===== config.mk =====
export PLATFORM = sky130hd
export DESIGN_NAME = ysyx_25020037_lsu
export DESIGN_NICKNAME = d
export VERILOG_FILES = /design/src/rtl/ysyx_25020037_lsu.sv
export SDC_FILE = /design/constraint.sdc
export NUM_CORES = 1
export LEC_CHECK = 0
export BUFFER_PORTS_ARGS = -buffer_cell sky130_fd_sc_hd__buf_4
export CAP_MARGIN = 10
export CORE_ASPECT_RATIO = 0.7
export CORE_MARGIN = 2
export CORE_UTILIZATION = 52
export CTS_CLUSTER_DIAMETER = 50
export DETAILED_ROUTE_END_ITERATION = 10
export GPL_TIMING_DRIVEN = 0
export PLACE_DENSITY = 0.93
export SYNTH_ARGS = -nofsm -noshare
export SYNTH_HDL_FRONTEND = slang
export SYNTH_SLANG_ARGS = --single-unit

===== constraint.sdc =====
create_clock -name clk -period 4.1 [get_ports clk]
set_input_delay 0.41 -clock clk [delete_from_list [all_inputs] [get_ports clk]]
set_output_delay 0.41 -clock clk [all_outputs]
set_load 0.05 [all_outputs]

===== src/rtl/ysyx_25020037_lsu.sv =====
// Load/store unit of the ysyx_25020037 core: one EXU result per handshake, at most one AXI4-Lite beat.
// Optional misaligned-access trap is enabled by defining YSYX_25020037_LSU_MISALIGN_CHK_EN.
module ysyx_25020037_lsu #(
  parameter int ADDR_W = 32,
  parameter int DATA_W = 32
) (
  input  logic              clk,
  input  logic              rst,
  // EXU side. Handshakes on every channel: a beat transfers on a rising clk edge where
  // valid && ready; a valid, once raised, holds its payload until the matching ready.
  input  logic              in_valid,
  output logic              in_ready,
  input  logic              in_is_load,
  input  logic              in_is_store,
  input  logic [2:0]        in_funct3,
  input  logic [ADDR_W-1:0] in_addr,
  input  logic [DATA_W-1:0] in_wdata,
  input  logic [4:0]        in_rd,
  input  logic              in_gpr_we,
  output logic [DATA_W-1:0] rdata_processed,
  // AXI4-Lite read
  output logic [ADDR_W-1:0] araddr,
  output logic              arvalid,
  input  logic              arready,
  input  logic [DATA_W-1:0] rdata,
  input  logic [1:0]        rresp,
  input  logic              rvalid,
  output logic              rready,
  // AXI4-Lite write
  output logic [ADDR_W-1:0] awaddr,
  output logic              awvalid,
  input  logic              awready,
  output logic [DATA_W-1:0] wdata,
  output logic [3:0]        wstrb,
  output logic              wvalid,
  input  logic              wready,
  input  logic [1:0]        bresp,
  input  logic              bvalid,
  output logic              bready,
  // WBU side
  output logic              out_valid,
  input  logic              out_ready,
  output logic [4:0]        out_rd,
  output logic              out_gpr_we,
  output logic [DATA_W-1:0] out_data,
  output logic              out_err,
  // FSM state for debug/checkers
  output logic [2:0]        dbg_state
);

  typedef enum logic [2:0] {
    S_IDLE  = 3'd0,
    S_RREQ  = 3'd1,
    S_RRESP = 3'd2,
    S_WREQ  = 3'd3,
    S_WRESP = 3'd4,
    S_HOLD  = 3'd5
  } state_t;

  state_t state_q, state_d, dispatch;

  logic              accept;
  logic              misaligned;
  logic [2:0]        op_funct3_q;
  logic [1:0]        op_off_q;
  logic              op_gpr_we_q;
  logic              aw_done_q;
  logic              w_done_q;
  logic [3:0]        strb_calc;
  logic [DATA_W-1:0] wdata_calc;
  logic [DATA_W-1:0] rd_shift;
  logic [15:0]       rd_half;
  logic [DATA_W-1:0] load_ext;

`ifdef YSYX_25020037_LSU_MISALIGN_CHK_EN
  assign misaligned = (in_is_load || in_is_store) &&
                      ((in_funct3[1:0] == 2'b01 && in_addr[0]) ||
                       (in_funct3[1:0] == 2'b10 && in_addr[1:0] != 2'b00));
`else
  assign misaligned = 1'b0;
`endif

  assign accept    = in_valid && in_ready;
  assign dbg_state = state_q;

  // Load wins when both decode bits are set; trapped misaligned ops skip the bus entirely.
  always_comb begin
    dispatch = S_HOLD;
    if (!misaligned) begin
      if (in_is_load)       dispatch = S_RREQ;
      else if (in_is_store) dispatch = S_WREQ;
    end
  end

  always_ff @(posedge clk or negedge rst) begin
    if (!rst) state_q <= S_IDLE;
    else      state_q <= state_d;
  end

  always_comb begin
    state_d   = state_q;
    in_ready  = 1'b0;
    arvalid   = 1'b0;
    rready    = 1'b0;
    awvalid   = 1'b0;
    wvalid    = 1'b0;
    bready    = 1'b0;
    out_valid = 1'b0;
    case (state_q)
      S_IDLE: begin
        in_ready = 1'b1;
        if (in_valid) state_d = dispatch;
      end
      S_RREQ: begin
        arvalid = 1'b1;
        if (arready) state_d = S_RRESP;
      end
      S_RRESP: begin
        rready = 1'b1;
        if (rvalid) state_d = S_HOLD;
      end
      S_WREQ: begin
        awvalid = !aw_done_q;
        wvalid  = !w_done_q;
        if ((aw_done_q || awready) && (w_done_q || wready)) state_d = S_WRESP;
      end
      S_WRESP: begin
        bready = 1'b1;
        if (bvalid) state_d = S_HOLD;
      end
      S_HOLD: begin
        out_valid = 1'b1;
        if (out_ready) begin
          in_ready = 1'b1;
          state_d  = in_valid ? dispatch : S_IDLE;
        end
      end
      default: state_d = S_IDLE;
    endcase
  end

  always_comb begin
    case (in_funct3[1:0])
      2'b00:   strb_calc = 4'b0001 << in_addr[1:0];
      2'b01:   strb_calc = 4'b0011 << in_addr[1:0];
      default: strb_calc = 4'b1111;
    endcase
    wdata_calc = in_wdata << {in_addr[1:0], 3'b000};
  end

  // Halfwords pick their lanes from offset bit 1 only, so offset 3 wraps to the upper half.
  always_comb begin
    rd_shift = rdata >> {op_off_q, 3'b000};
    rd_half  = op_off_q[1] ? rdata[31:16] : rdata[15:0];
    case (op_funct3_q)
      3'b000:  load_ext = {{24{rd_shift[7]}}, rd_shift[7:0]};
      3'b100:  load_ext = {24'b0, rd_shift[7:0]};
      3'b001:  load_ext = {{16{rd_half[15]}}, rd_half};
      3'b101:  load_ext = {16'b0, rd_half};
      default: load_ext = rdata;
    endcase
  end

  always_ff @(posedge clk or negedge rst) begin
    if (!rst) begin
      op_funct3_q     <= '0;
      op_off_q        <= '0;
      op_gpr_we_q     <= 1'b0;
      aw_done_q       <= 1'b0;
      w_done_q        <= 1'b0;
      araddr          <= '0;
      awaddr          <= '0;
      wdata           <= '0;
      wstrb           <= '0;
      rdata_processed <= '0;
      out_rd          <= '0;
      out_gpr_we      <= 1'b0;
      out_data        <= '0;
      out_err         <= 1'b0;
    end else begin
      if (accept) begin
        op_funct3_q <= in_funct3;
        op_off_q    <= in_addr[1:0];
        op_gpr_we_q <= in_gpr_we;
        aw_done_q   <= 1'b0;
        w_done_q    <= 1'b0;
        araddr      <= {in_addr[ADDR_W-1:2], 2'b00};
        awaddr      <= {in_addr[ADDR_W-1:2], 2'b00};
        wdata       <= wdata_calc;
        wstrb       <= strb_calc;
        out_rd      <= in_rd;
        out_data    <= in_addr;
        out_err     <= misaligned;
        out_gpr_we  <= in_gpr_we && !in_is_load && !in_is_store;
      end
      if (state_q == S_WREQ) begin
        if (awvalid && awready) aw_done_q <= 1'b1;
        if (wvalid && wready)   w_done_q  <= 1'b1;
      end
      if (state_q == S_RRESP && rvalid) begin
        rdata_processed <= load_ext;
        out_data        <= load_ext;
        out_err         <= (rresp != 2'b00);
        out_gpr_we      <= op_gpr_we_q && (rresp == 2'b00);
      end
      if (state_q == S_WRESP && bvalid) begin
        out_err    <= (bresp != 2'b00);
        out_gpr_we <= 1'b0;
      end
    end
  end

endmodule


# Yosys cells after proc, flatten, opt, wreduce, memory -nomap -nowiden
# Index checks and enable logic that the tools add are counted.
# totals
regBits	148
input_bits	120
wordCells	92
memories	0
latchBits	0
ramBits	0
mem_bits_ro	0
output_inout_bits	181
# classes
reduce_logical	24
bitwise_logic	0
magnitude_cmp	0
add_sub_neg	0
n_mul	0
eq_ne	15
n_div	0
shifts	4
mux	35
# ops
operator	n
$pmux W32 S4	1
$mux W32	2
$shl A32 B5 Y32	1
$shr A32 B5 Y8	1
$mux W3	9
$mux W1	19
$pmux W3 S6	1
$mux W16	1
$eq A3 B3 Y1 const B	4
$ne A2 B2 Y1 const B	6
$logic_and A1 B1 Y1	9
$pmux W4 S2	1
$eq A3 B1 Y1 const B	2
$eq A3 B2 Y1 const B	2
$logic_not A3 Y1	2
$reduce_and A6 Y1	1
$reduce_bool A2 Y1	3
$logic_not A1 Y1	4
$logic_not A2 Y1	2
$shl A1 B2 Y4 const A	1
$shl A2 B2 Y4 const A	1
$reduce_bool A3 Y1	1
$eq A2 B1 Y1 const B	1
$logic_or A1 B1 Y1	2
$pmux W1 S2	1

# Longest topological paths before layout
# Gate-level depths: netlist (run 1).
# depth
word_depth	6
depth_mapped	7
depth_no_buf	4

# Least setup slack after synthesis (run 1)
# Ideal clock, no wire load.
# synth_timing
kind	register -> register
from	register state_q[2], in the netlist dbg_state[2]
to	register out_gpr_we
synth_period_minus_slack_ps	2839
setup_ps	128
t_arrival_ps	2711
path_buffers	1
path_stages_with_launch	5
required_time_ps	3972
path_slack_ps	1261
cell_sequence	dfrtp_1 buf_6 nor3b_1 a22oi_1 mux2_1
# synth_between
elab_chain_cells	4
elab_cells_between_ends	11
cone_classes	eq/ne: 3; mux: 3; reduce/logical: 5
# synth_lines
element	line	source
from (decl)	60	state_t state_q, state_d, dispatch;
from (signal assigned)	97	else state_q <= state_d;
$eq A3 B3 Y1, or another cell as far along	109	case (state_q)
$pmux W1 S2 or $logic_and A1 B1 Y1 (tied branches)	109, 200	
$logic_and A1 B1 Y1 or $mux W1 (tied branches)	83, 200	
$reduce_bool A3 Y1 (no source line) or $mux W1 (tied branches)	--	
to (signal assigned)	194	out_gpr_we <= in_gpr_we && !in_is_load && !in_is_store;
to (signal assigned)	204	out_gpr_we <= op_gpr_we_q && (rresp == 2'b00);
to (decl)	44	output logic out_gpr_we,
# Parallel ways exist; a longest one is shown, timed or not.
# A chain may end at the register's enable or synchronous reset.

# Final worst setup path (run 1)
# layout_timing
from	register state_q[1], in the netlist dbg_state[1]
to	output awvalid
# layout_between
elab_chain_cells	2
# layout_lines
element	line	source
$eq A3 B2 Y1	109	
$mux W1	109	
to (decl)	31	output logic awvalid,
# Every way passes these cells.

==> flow_summary_export.csv, run 1 <==
group,metric,value,unit
global_route,first_global_vias,7054,
floorplanning,die_h,102,um
timing,final.setup.tns,0,ps
place,port_buffers,295,
global_route,antenna_found_initial,0,
logic_synthesis,ys_seq_area_share,51.5,%
cts,cts_tree,"done",
cts,cts_buffer_depth,2,
critical_path,worstReg2RegStart,"op_off_q[0]$_DFFE_PN0P_",
detailed_routing,wire_per_inst,19.7,um
final_layout,final_util,77.2,%
place,place_congestion,0.921,
detailed_routing,drc,0,
cts,cts_root_buffer,"clkbuf_16",
critical_path,rr_worst_depth,4,
timing,slew_headroom,47.8,%
timing,final_max_slew_viol_count,0,
logic_synthesis,yosys_warnings,0,
cts,holdBufCountCts,0,
logic_synthesis,synth_top_area_share,51.5,%
logic_synthesis,syn-instance-count,775,
power_and_ir_drop,ir_worst_vdd,0.644,mV
global_route,grt_overflow,0,
power_and_ir_drop,leakage,5.39,nW
detailed_routing,wl,25400,um
timing,max_freq,452,MHz
critical_path,arrival,1800,ps
final_layout,syn2layout_area_growth,43.3,%
floorplanning,top_level_ports,301,
logic_synthesis,synth_ff_type,"dfrtp_1",
place,hpwl,19400,um
final_layout,final_nets,1213,
cts,tritoncts.num_buffers,17,
detailed_routing,drtAntennaViolNets,0,
floorplanning,die_w,145,um
floorplanning,dieArea,14800,um2
floorplanning,rows,35,
power_and_ir_drop,p_per_area,1070,nW/um2
critical_path,cp.required,3690,ps
cts,cts.reportedPaths.clkPinSlew,60,ps
place,dp.cells,1259,
logic_synthesis,yosys.area.top_type,"dfrtp_1",
cts,htree_num_levels,4,
logic_synthesis,async_flop_share,100,%
final_layout,drive_gt1_share,38.1,%
logic_synthesis,synth_enable_flop_cells,0,
final_layout,nFillCells,899,
worst_hold_path,hold_class,"primary input to async pin",
critical_path,critPathMaxFanout,10,
timing,min_period_over_period,54.0,%
timing,post-route-min-period,2210,ps
cts,post_cts_buffers,0,
final_layout,diodes,0,
cts,worstSkewPairLatency,420,ps
critical_path,criticalPathCategory,"register to primary output",
logic_synthesis,ys_ff_latch,148,
logic_synthesis,synth.avg_cell_area,9.29,um2
timing,hold_viol,0,
timing,finalSetupViolations,0,
global_route,grt_use_total,33.8,%
floorplanning,coreArea,13400,um2
logic_synthesis,synth.cell_area,7200,um2
logic_synthesis,synth_area_leaders,"dfrtp_1 (51%), nand2_1 (11%), buf_4 (4.4%)",
detailed_routing,drt_iter0_markers,530,
critical_path,timing.rr.end,"out_data[8]$_DFFE_PN0P_",
final_layout,stdcell_count,1291,
logic_synthesis,ys_types,49,
global_route,grt_pass1_wl,37600,um
place,dp_slack,2000,ps
timing,timing.final.ws_setup,1890,ps
floorplanning,start_util,53.9,%
detailed_routing,first_pass_iters,5,
detailed_routing,viasPerCell,5.65,
timing,clock_skew,11.6,ps
status,status,"complete, no violations",
critical_path,cp-end-kind,"primary output",
timing,worst_pin_slew,782,ps
critical_path,critPathLaunchType,"register",
cts,cts.sinks,148,
critical_path,ff2ff_setup_slack,2020,ps
cts,postCtsResizedCells,0,
job,cap_violations,0,
global_route,grt_max_degree,79,
timing,rsz0062_at_grt,"false",
detailed_routing,num_vias,7290,
[registers in the layout, indices dropped and copies added (netlist names)]
signal           flops
out_rd               5
wdata               32
op_funct3_q          3
aw_done_q            1
op_off_q             2
awaddr              30
wstrb                4
dbg_state            3
w_done_q             1
out_err              1
out_data            32
out_gpr_we           1
op_gpr_we_q          1
rdata_processed     32
[routing by layer]
layer / track usage, % / routed length, um
met5: 0 / 0
met4: 12.9 / 763
met2: 54.9 / 11900
met1: 44.3 / 9960
met3: 8.72 / 2730
[cell type report]
cell class / instances / area [um2] / area share (%)
buffer: 86 / 577 / 5.59
clock buffer: 19 / 433 / 4.20
clock inverter: 13 / 198 / 1.92
inverter: 10 / 37.5 / 0.364
multi-input combinational: 534 / 2890 / 28.0
sequential: 148 / 3700 / 35.9
tap: 185 / 231 / 2.24
timing repair buffer: 296 / 2250 / 21.8
[worst max-delay path, cell delays in order (launching register included)]
cell and delay, ps:
dfrtp_1 490, buf_4 220, and2b_1 230, nand2_1 120, nor2_1 120, buf_4 210
[kinds of logic (layout without fill, tap and decap cells)]
kind of cell,Yosys count,count (layout),synth area share [%]
compound gates,162,162,14.4
mux,41,41,6.24
simple gates,327,327,19.4
flops,148,148,51.5
other cells,1,4,0.0521
buf+inv,96,424,8.53
[worst max-delay path by stage]
stage / from / endpoint / slack [ps] / cells after the start
final: dbg_state[1]$_DFFE_PN0P_ / awvalid / 1890 / 5
after global routing: dbg_state[1]$_DFFE_PN0P_ / awvalid / 1790 / 5
after CTS: dbg_state[1]$_DFFE_PN0P_ / wvalid / 1890 / 5
after detailed placement: rdata[15] / out_data[8]$_DFFE_PN0P_ / 2000 / 5
after global placement: rst / awaddr[9]$_DFFE_PN0P_ / 1940 / 1
after floorplan: dbg_state[2]$_DFFE_PN0P_ / out_gpr_we$_DFFE_PN0P_ / 1260 / 4
[synth_stat cells (3+ instances only)]
cell      instances
or3_1             6
nand2_1         214
nor2_1           36
dfrtp_1         148
mux2_2           17
a21oi_1          37
nor2b_1          12
a22oi_1          18
clkbuf_1         15
nor3_1            4
buf_2            17
a211oi_1         19
nor3b_1           3
o21ai_0          46
buf_4            42
buf_6            10
o31ai_1           8
a21o_1            8
nand3_1          39
o21ai_1           7
a31oi_1           4
inv_1            10
mux2i_1          22
[report_power, final]
part           switching [mW]  internal, mW
clock                   0.651          1.03
combinational            4.65          2.04
sequential              0.475          2.16
total                    5.77          5.23
[placed cells by master, fill, tap and decap left out, types with 11 or more instances in the layout]
master / instances
buf_6: 11
nand2_1: 214
a22oi_1: 18
buf_2: 17
mux2_2: 17
mux2i_1: 22
nand3_1: 39
a211oi_1: 19
nor2_1: 36
clkbuf_1: 17
dfrtp_1: 148
nor2b_1: 12
a21oi_1: 37
clkbuf_16: 17
o21ai_0: 46
buf_4: 336
[metrics by stage]
step	total power, mW	hold slack (ps)	area [um2]
after CTS	11.0	22.4	10300
final	11.0	1.82	10300
after global placement	9.13	451	9660
after detailed placement	9.28	462	9690
after global routing	11.5	48.6	10300
after floorplan	7.16	114	7210
Power figures use the tool's default switching activity.
==> run 2: changes to the inputs <==
Settings changed: ABC_AREA set to 1, CORE_UTILIZATION 52 to 44, PLACE_DENSITY 0.93 to 0.84.
Clock period 4.1 ns to 1.9 ns, I/O delays scaled along.
==> run 2 against run 1 <==
Net effect:
- non-clock buffer count grew 15
- first-iteration DRC count grew 28%
- worst setup slack lost 1800 ps
- combinational power grew 120%
- area after synthesis grew 3.8%
- critical path depth is the same
- core utilization shrank 11 points
- sequential power grew 110%
- clock-buffer cell count shrank 2
- via count grew 10%
- register-to-register slack lost 1900 ps
- flip-flop and latch count is the same
- critical path type unchanged
- highest routed layer unchanged
==> flow_summary_export.csv, run 2 <==
group,metric,value,unit
status,status,"complete, no violations",
global_route,first_global_vias,7489,
power_and_ir_drop,p_per_area,2200,nW/um2
critical_path,cp-end-kind,"primary output",
floorplanning,rows,39,
global_route,grt_pass1_wl,40200,um
cts,tritoncts.num_buffers,17,
final_layout,final_nets,1472,
timing,hold_viol,0,
worst_hold_path,hold_class,"primary input to register",
logic_synthesis,ys_types,26,
logic_synthesis,synth_area_leaders,"dfrtp_1 (50%), nand2_1 (24%), nand3_1 (5.0%)",
detailed_routing,first_pass_iters,5,
final_layout,final_cell_mix,"nand2_1 (474), buf_4 (333), dfrtp_1 (145), nand3_1 (73), nor2_1 (65)",
logic_synthesis,yosys.area.top_type,"dfrtp_1",
floorplanning,start_util,45.4,%
final_layout,multi_input_area,3120,um2
cts,cts_buffer_depth,2,
logic_synthesis,ys_ff_latch,148,
final_layout,regArea,3710,um2
critical_path,ff2ff_setup_slack,90,ps
cts,htree_num_levels,4,
logic_synthesis,synth_enable_flop_cells,0,
final_layout,diodes,0,
final_layout,mostFrequentLayoutCell,"nand2_1",
logic_synthesis,synth-simple-area-share,33.9,%
logic_synthesis,synth_xor_xnor_area_share,0,%
timing,worst_pin_slew,632,ps
job,cap_violations,0,
timing,hold_slack,31.2,ps
timing,final_max_slew_viol_count,0,
logic_synthesis,synth_common_cells,"nand2_1 (479), dfrtp_1 (148), nand3_1 (74)",
power_and_ir_drop,ir_worst_vdd,1.28,mV
floorplanning,die_w,160,um
logic_synthesis,yosys_warnings,0,
power_and_ir_drop,clkPwrFrac,14.8,%
timing,slew_headroom,57.9,%
timing,post-route-min-period,1820,ps
timing,rsz0062_at_grt,"false",
detailed_routing,wl,25800,um
place,place_congestion,0.937,
cts,cts_tree,"done",
place,hpwl,19700,um
timing,min_period_over_period,95.9,%
cts,cts_root_buffer,"clkbuf_16",
logic_synthesis,ys_seq_area_share,49.6,%
cts,cts.sinks,148,
critical_path,criticalPathCategory,"register to primary output",
final_layout,reg_top3,"out_data x32, rdata_processed x32, wdata x32",
detailed_routing,drt_iter0_markers,676,
timing,max_freq,549,MHz
critical_path,critPathMaxFanout,10,
final_layout,stdcell_count,1590,
power_and_ir_drop,sw_frac_of_total,53.5,%
logic_synthesis,synth.area.mux_share,0,%
critical_path,arrival,1630,ps
critical_path,cp.required,1710,ps
global_route,grt_use_total,28.4,%
power_and_ir_drop,leakage,6.24,nW
power_and_ir_drop,p_switching,12.7,mW
detailed_routing,wire_per_inst,16.2,um
final_layout,syn2layout_area_growth,44.9,%
logic_synthesis,synth-compound-area-share,6.85,%
floorplanning,coreArea,16400,um2
power_and_ir_drop,seq_power_share,23.5,%
place,port_buffers,295,
power_and_ir_drop,p_int,11.1,mW
floorplanning,dieArea,18100,um2
logic_synthesis,synth_top_area_share,49.6,%
global_route,grt_overflow,0,
detailed_routing,num_vias,8048,
detailed_routing,drc,0,
logic_synthesis,async_flop_share,100,%
critical_path,critPathLaunchType,"register",
logic_synthesis,synth.avg_cell_area,7.30,um2
cts,cts.reportedPaths.clkPinSlew,60,ps
logic_synthesis,synth.cell_area,7470,um2
timing,clock_skew,10.4,ps
logic_synthesis,synth_most_common_cell,"nand2_1",
logic_synthesis,synth_fa_ha_area_share,0,%
power_and_ir_drop,combinationalPowerShare,61.7,%
place,dp.cells,1547,
floorplanning,top_level_ports,301,
detailed_routing,drtAntennaViolNets,0,
cts,worstSkewPairLatency,420,ps
final_layout,nFillCells,1419,
floorplanning,die_h,113,um
detailed_routing,viasPerCell,5.06,
logic_synthesis,synth_top_family_by_area,"simple AND/OR/NAND/NOR gates",
logic_synthesis,syn-instance-count,1023,
timing,finalSetupViolations,0,
logic_synthesis,synth_ff_type,"dfrtp_1",
global_route,grt_max_degree,85,
final_layout,drive_gt1_share,30.8,%
global_route,antenna_found_initial,0,
[run 2: worst max-delay path: stages, from the launching register on]
cell,delay (ps)
dfrtp_2,440
nor2_2,170
nand2_1,110
nand2_2,140
buf_4,180
buf_6,170
[run 2: through the flow]
| step | total power, mW | utilization (%) | setup slack, ps | TNS (ps) | instance area (um2) |
|---|---|---|---|---|---|
| 2_1_floorplan | 15.5 | - | 3.34 | 0 | 7510 |
| 3_3_place_gp | 19.8 | 60.8 | -197 | -7830 | 10000 |
| 3_5_place_dp | 20.1 | 61.0 | -237 | -4550 | 10000 |
| 4_1_cts | 23.7 | 65.6 | 34.0 | 0 | 10800 |
| 5_1_grt | 25.0 | 65.8 | 10.7 | 0 | 10800 |
| 6_report | 23.8 | 65.8 | 78.5 | 0 | 10800 |
[run 2: area by class of cell]
cell class | instances | share of cell area (%)
buffer | 90 | 5.13
inverter | 49 | 1.70
tap | 225 | 2.60
clock inverter | 15 | 1.79
multi-input combinational | 739 | 28.8
sequential | 148 | 34.3
timing repair buffer | 307 | 21.8
clock buffer | 17 | 3.93
[run 2: worst paths after layout]
check,startpoint,cells past startpoint,endpoint
max in group asynchronous,rst,3,awaddr[3]$_DFFE_PN0P_
hold reg to reg,out_err$_DFFE_PN0P_,2,out_err$_DFFE_PN0P_
setup reg to reg,dbg_state[2]$_DFFE_PN0P_,6,rdata_processed[30]$_DFFE_PN0P_
hold / removal,in_addr[19],3,awaddr[19]$_DFFE_PN0P_
min in group asynchronous,rst,2,wdata[18]$_DFFE_PN0P_
setup / recovery,dbg_state[0]$_DFFE_PN0P_,5,in_ready
[run 2: power groups by stage]
stage                     Combinational [mW]  Sequential, mW  Clock [mW]
after floorplan                         5.33            10.2           0
after global placement                  14.3            5.56           0
after detailed placement                14.5            5.60           0
after CTS                               14.6            5.58        3.56
after global routing                    15.6            5.76        3.70
final                                   14.7            5.59        3.53
[run 2: metal layers]
metal  track usage [%]  vias to the layer above  wire, um
met3              6.23                       60      2050
met2              44.9                      398     11800
li1                  -                     3831         -
met5                 0                        -         0
met4              9.21                        0       726
met1              39.2                     3759     11200
[run 2: logic make-up (layout without fill, tap and decap cells)]
logic type	count (synthesis)	count (layout)
simple gates	638	638
other cells	1	4
buf+inv	139	478
compound gates	97	97
flops	148	148
[run 2: timing repair]
item                                   CTS  global route
gates resized for setup                 10            15
buffers inserted                         0             1
hold buffers                            10             0
endpoints found under the hold margin   73             0
setup endpoints to repair               46            54
==> run 3: changes to the inputs <==
Settings changed: PLACE_DENSITY 0.84 to 0.89.
==> run 3 against run 2 <==
Net effect:
- cell count grew 0.19%
- largest power group unchanged
- register-to-register slack hardly changed
- non-clock buffer count is 2 higher
- maximum frequency fell by 2.0%
- worst setup slack lost 36 ps
- sequential power barely moved
- total power increased by 0.17%
- wire length is 4.2% higher
- global-route usage increased by 1.2 points
- cell area decreased by 0.12%
==> flow_summary_export.csv, run 3 (synthesis gave the netlist of run 2 again) <==
group,metric,value,unit
final_layout,reg_top3,"out_data x32, rdata_processed x32, wdata x32",
floorplanning,dieArea,18100,um2
detailed_routing,met3_wirelength,2010,um
detailed_routing,highest_layer,"met4",
cts,cts.sinks,148,
floorplanning,rows,39,
place,dp_slack,-195,ps
global_route,grt_max_degree,98,
critical_path,critPathMaxFanout,10,
floorplanning,coreArea,16400,um2
critical_path,arrival,1670,ps
cts,cts_root_buffer,"clkbuf_16",
detailed_routing,wire_per_inst,16.9,um
job,cap_violations,0,
power_and_ir_drop,p_per_area,2200,nW/um2
critical_path,critPathLaunchType,"register",
detailed_routing,wl,26900,um
floorplanning,die_w,160,um
detailed_routing,num_vias,8069,
final_layout,nFillCells,1420,
cts,cts.reportedPaths.clkPinSlew,70,ps
status,status,"complete, no violations",
critical_path,max_stage_delay,430,ps
place,port_buffers,295,
power_and_ir_drop,leakage,6.25,nW
global_route,antenna_found_initial,1,
detailed_routing,dr_wl_met2,12300,um
critical_path,cp_slowest_cell,"dfrtp_1",
timing,max_freq,538,MHz
global_route,grt_overflow,0,
detailed_routing,first_pass_iters,8,
timing,timing.final.ws_setup,42.1,ps
detailed_routing,drc,0,
critical_path,criticalPathCategory,"register to primary output",
final_layout,syn2layout_area_growth,44.7,%
cts,htree_num_levels,4,
critical_path,ff2ff_setup_slack,100,ps
power_and_ir_drop,ir_worst_vdd,1.35,mV
critical_path,cp_common_cell,"buf_4",
final_layout,final_util,65.7,%
critical_path,cp-end-kind,"primary output",
power_and_ir_drop,p_total,23.8,mW
timing,min_period_over_period,97.8,%
cts,tritoncts.num_buffers,17,
detailed_routing,wl_met1,11700,um
global_route,first_global_vias,7553,
global_route,grt_pass1_wl,41400,um
floorplanning,start_util,45.4,%
timing,finalSetupViolations,0,
timing,clock_skew,8.48,ps
timing,slew_headroom,53.5,%
cts,cts_tree,"done",
final_layout,drive_gt1_share,30.7,%
final_layout,final_cell_mix,"nand2_1 (475), buf_4 (336), dfrtp_1 (146), nand3_1 (74), nor2_1 (65)",
global_route,grt_use_total,29.5,%
critical_path,crit_chain,"buf_6, nand4_1, nand2_2, buf_4, buf_4",
detailed_routing,drt_iter0_markers,763,
cts,worstSkewPairLatency,420,ps
final_layout,final_nets,1474,
detailed_routing,viasPerCell,5.07,
timing,final_max_slew_viol_count,0,
worst_hold_path,hold_class,"primary input to register",
floorplanning,top_level_ports,301,
critical_path,cp.required,1710,ps
timing,worst_pin_slew,698,ps
timing,hold_viol,0,
place,hpwl,20500,um
final_layout,mostFrequentLayoutCell,"nand2_1",
detailed_routing,drtAntennaViolNets,0,
timing,post-route-min-period,1860,ps
floorplanning,die_h,113,um
place,place_congestion,0.916,
cts,cts_buffer_depth,2,
## run 3: changes by cell type in the layout (fill, tap and decap cells not counted), sizes merged
cell,before,now
clkinv,4,3
clkbuf,39,37
bufinv,3,2
buf,365,369
inv,55,57
diode,0,1
## run 3: worst paths after layout
path                                                from                        to  cells after the start
max in group asynchronous                            rst  dbg_state[1]$_DFFE_PN0P_                      3
min in group asynchronous                            rst     wdata[19]$_DFFE_PN0P_                      2
worst min-delay path                          in_addr[3]     awaddr[3]$_DFFE_PN0P_                      3
worst max-delay path            dbg_state[0]$_DFFE_PN0P_                  in_ready                      5
worst min register to register       out_err$_DFFE_PN0P_       out_err$_DFFE_PN0P_                      2
worst max register to register  dbg_state[0]$_DFFE_PN0P_     wdata[21]$_DFFE_PN0P_                      8
## run 3: repair_timing
| action | 4_1_cts | 5_1_grt |
|---|---|---|
| hold buffers | 10 | 0 |
| endpoints found under the setup margin | 44 | 51 |
| setup buffers | 0 | 3 |
| hold endpoints to repair | 60 | 0 |
| pin swaps | 0 | 0 |
| resized for setup | 9 | 9 |
## run 3: worst max-delay path, delay by kind of cell (launching register included)
family,cells,cell delay (ps)
buf+inv,3,580
simple gates,2,240
flops,1,430
## run 3: cell type report
type	instances	area [um2]	area share, %
Clock buffer	17	425	3.93
Inverter	49	186	1.72
Clock inverter	15	184	1.70
Sequential cell	148	3710	34.3
Antenna cell	1	2.50	0.0231
Buffer	90	551	5.09
Multi-Input combinational cell	739	3110	28.7
Timing Repair Buffer	309	2370	21.9
Tap cell	225	282	2.60
## run 3: metrics by stage
| stage | hold slack, ps | area (um2) | cells | setup TNS, ps |
|---|---|---|---|---|
| floorplan | -106 | 7510 | 1026 | 0 |
| global placement | 385 | 10000 | 1546 | -11770 |
| detailed placement | 174 | 10000 | 1547 | -3840 |
| CTS | 7.59 | 10800 | 1589 | 0 |
| global route | 16.5 | 10800 | 1593 | -53.3 |
| finish | 22.3 | 10800 | 1593 | 0 |
## run 3: power by group
group | internal [mW] | total [mW] | leakage (nW) | switching, mW
Combinational | 4.33 | 14.7 | 4.09 | 10.4
Clock | 2.00 | 3.48 | 0.294 | 1.49
Sequential | 4.62 | 5.60 | 1.86 | 0.977
Total | 11.0 | 23.8 | 6.25 | 12.9
## run 3: per-layer routing
layer  vias to the layer above  global-route usage, %
li1                       3843                      -
met1                      3773                   41.2
met2                       389                   45.7
met3                        64                   6.20
met4                         0                   11.3
met5                         -                      0
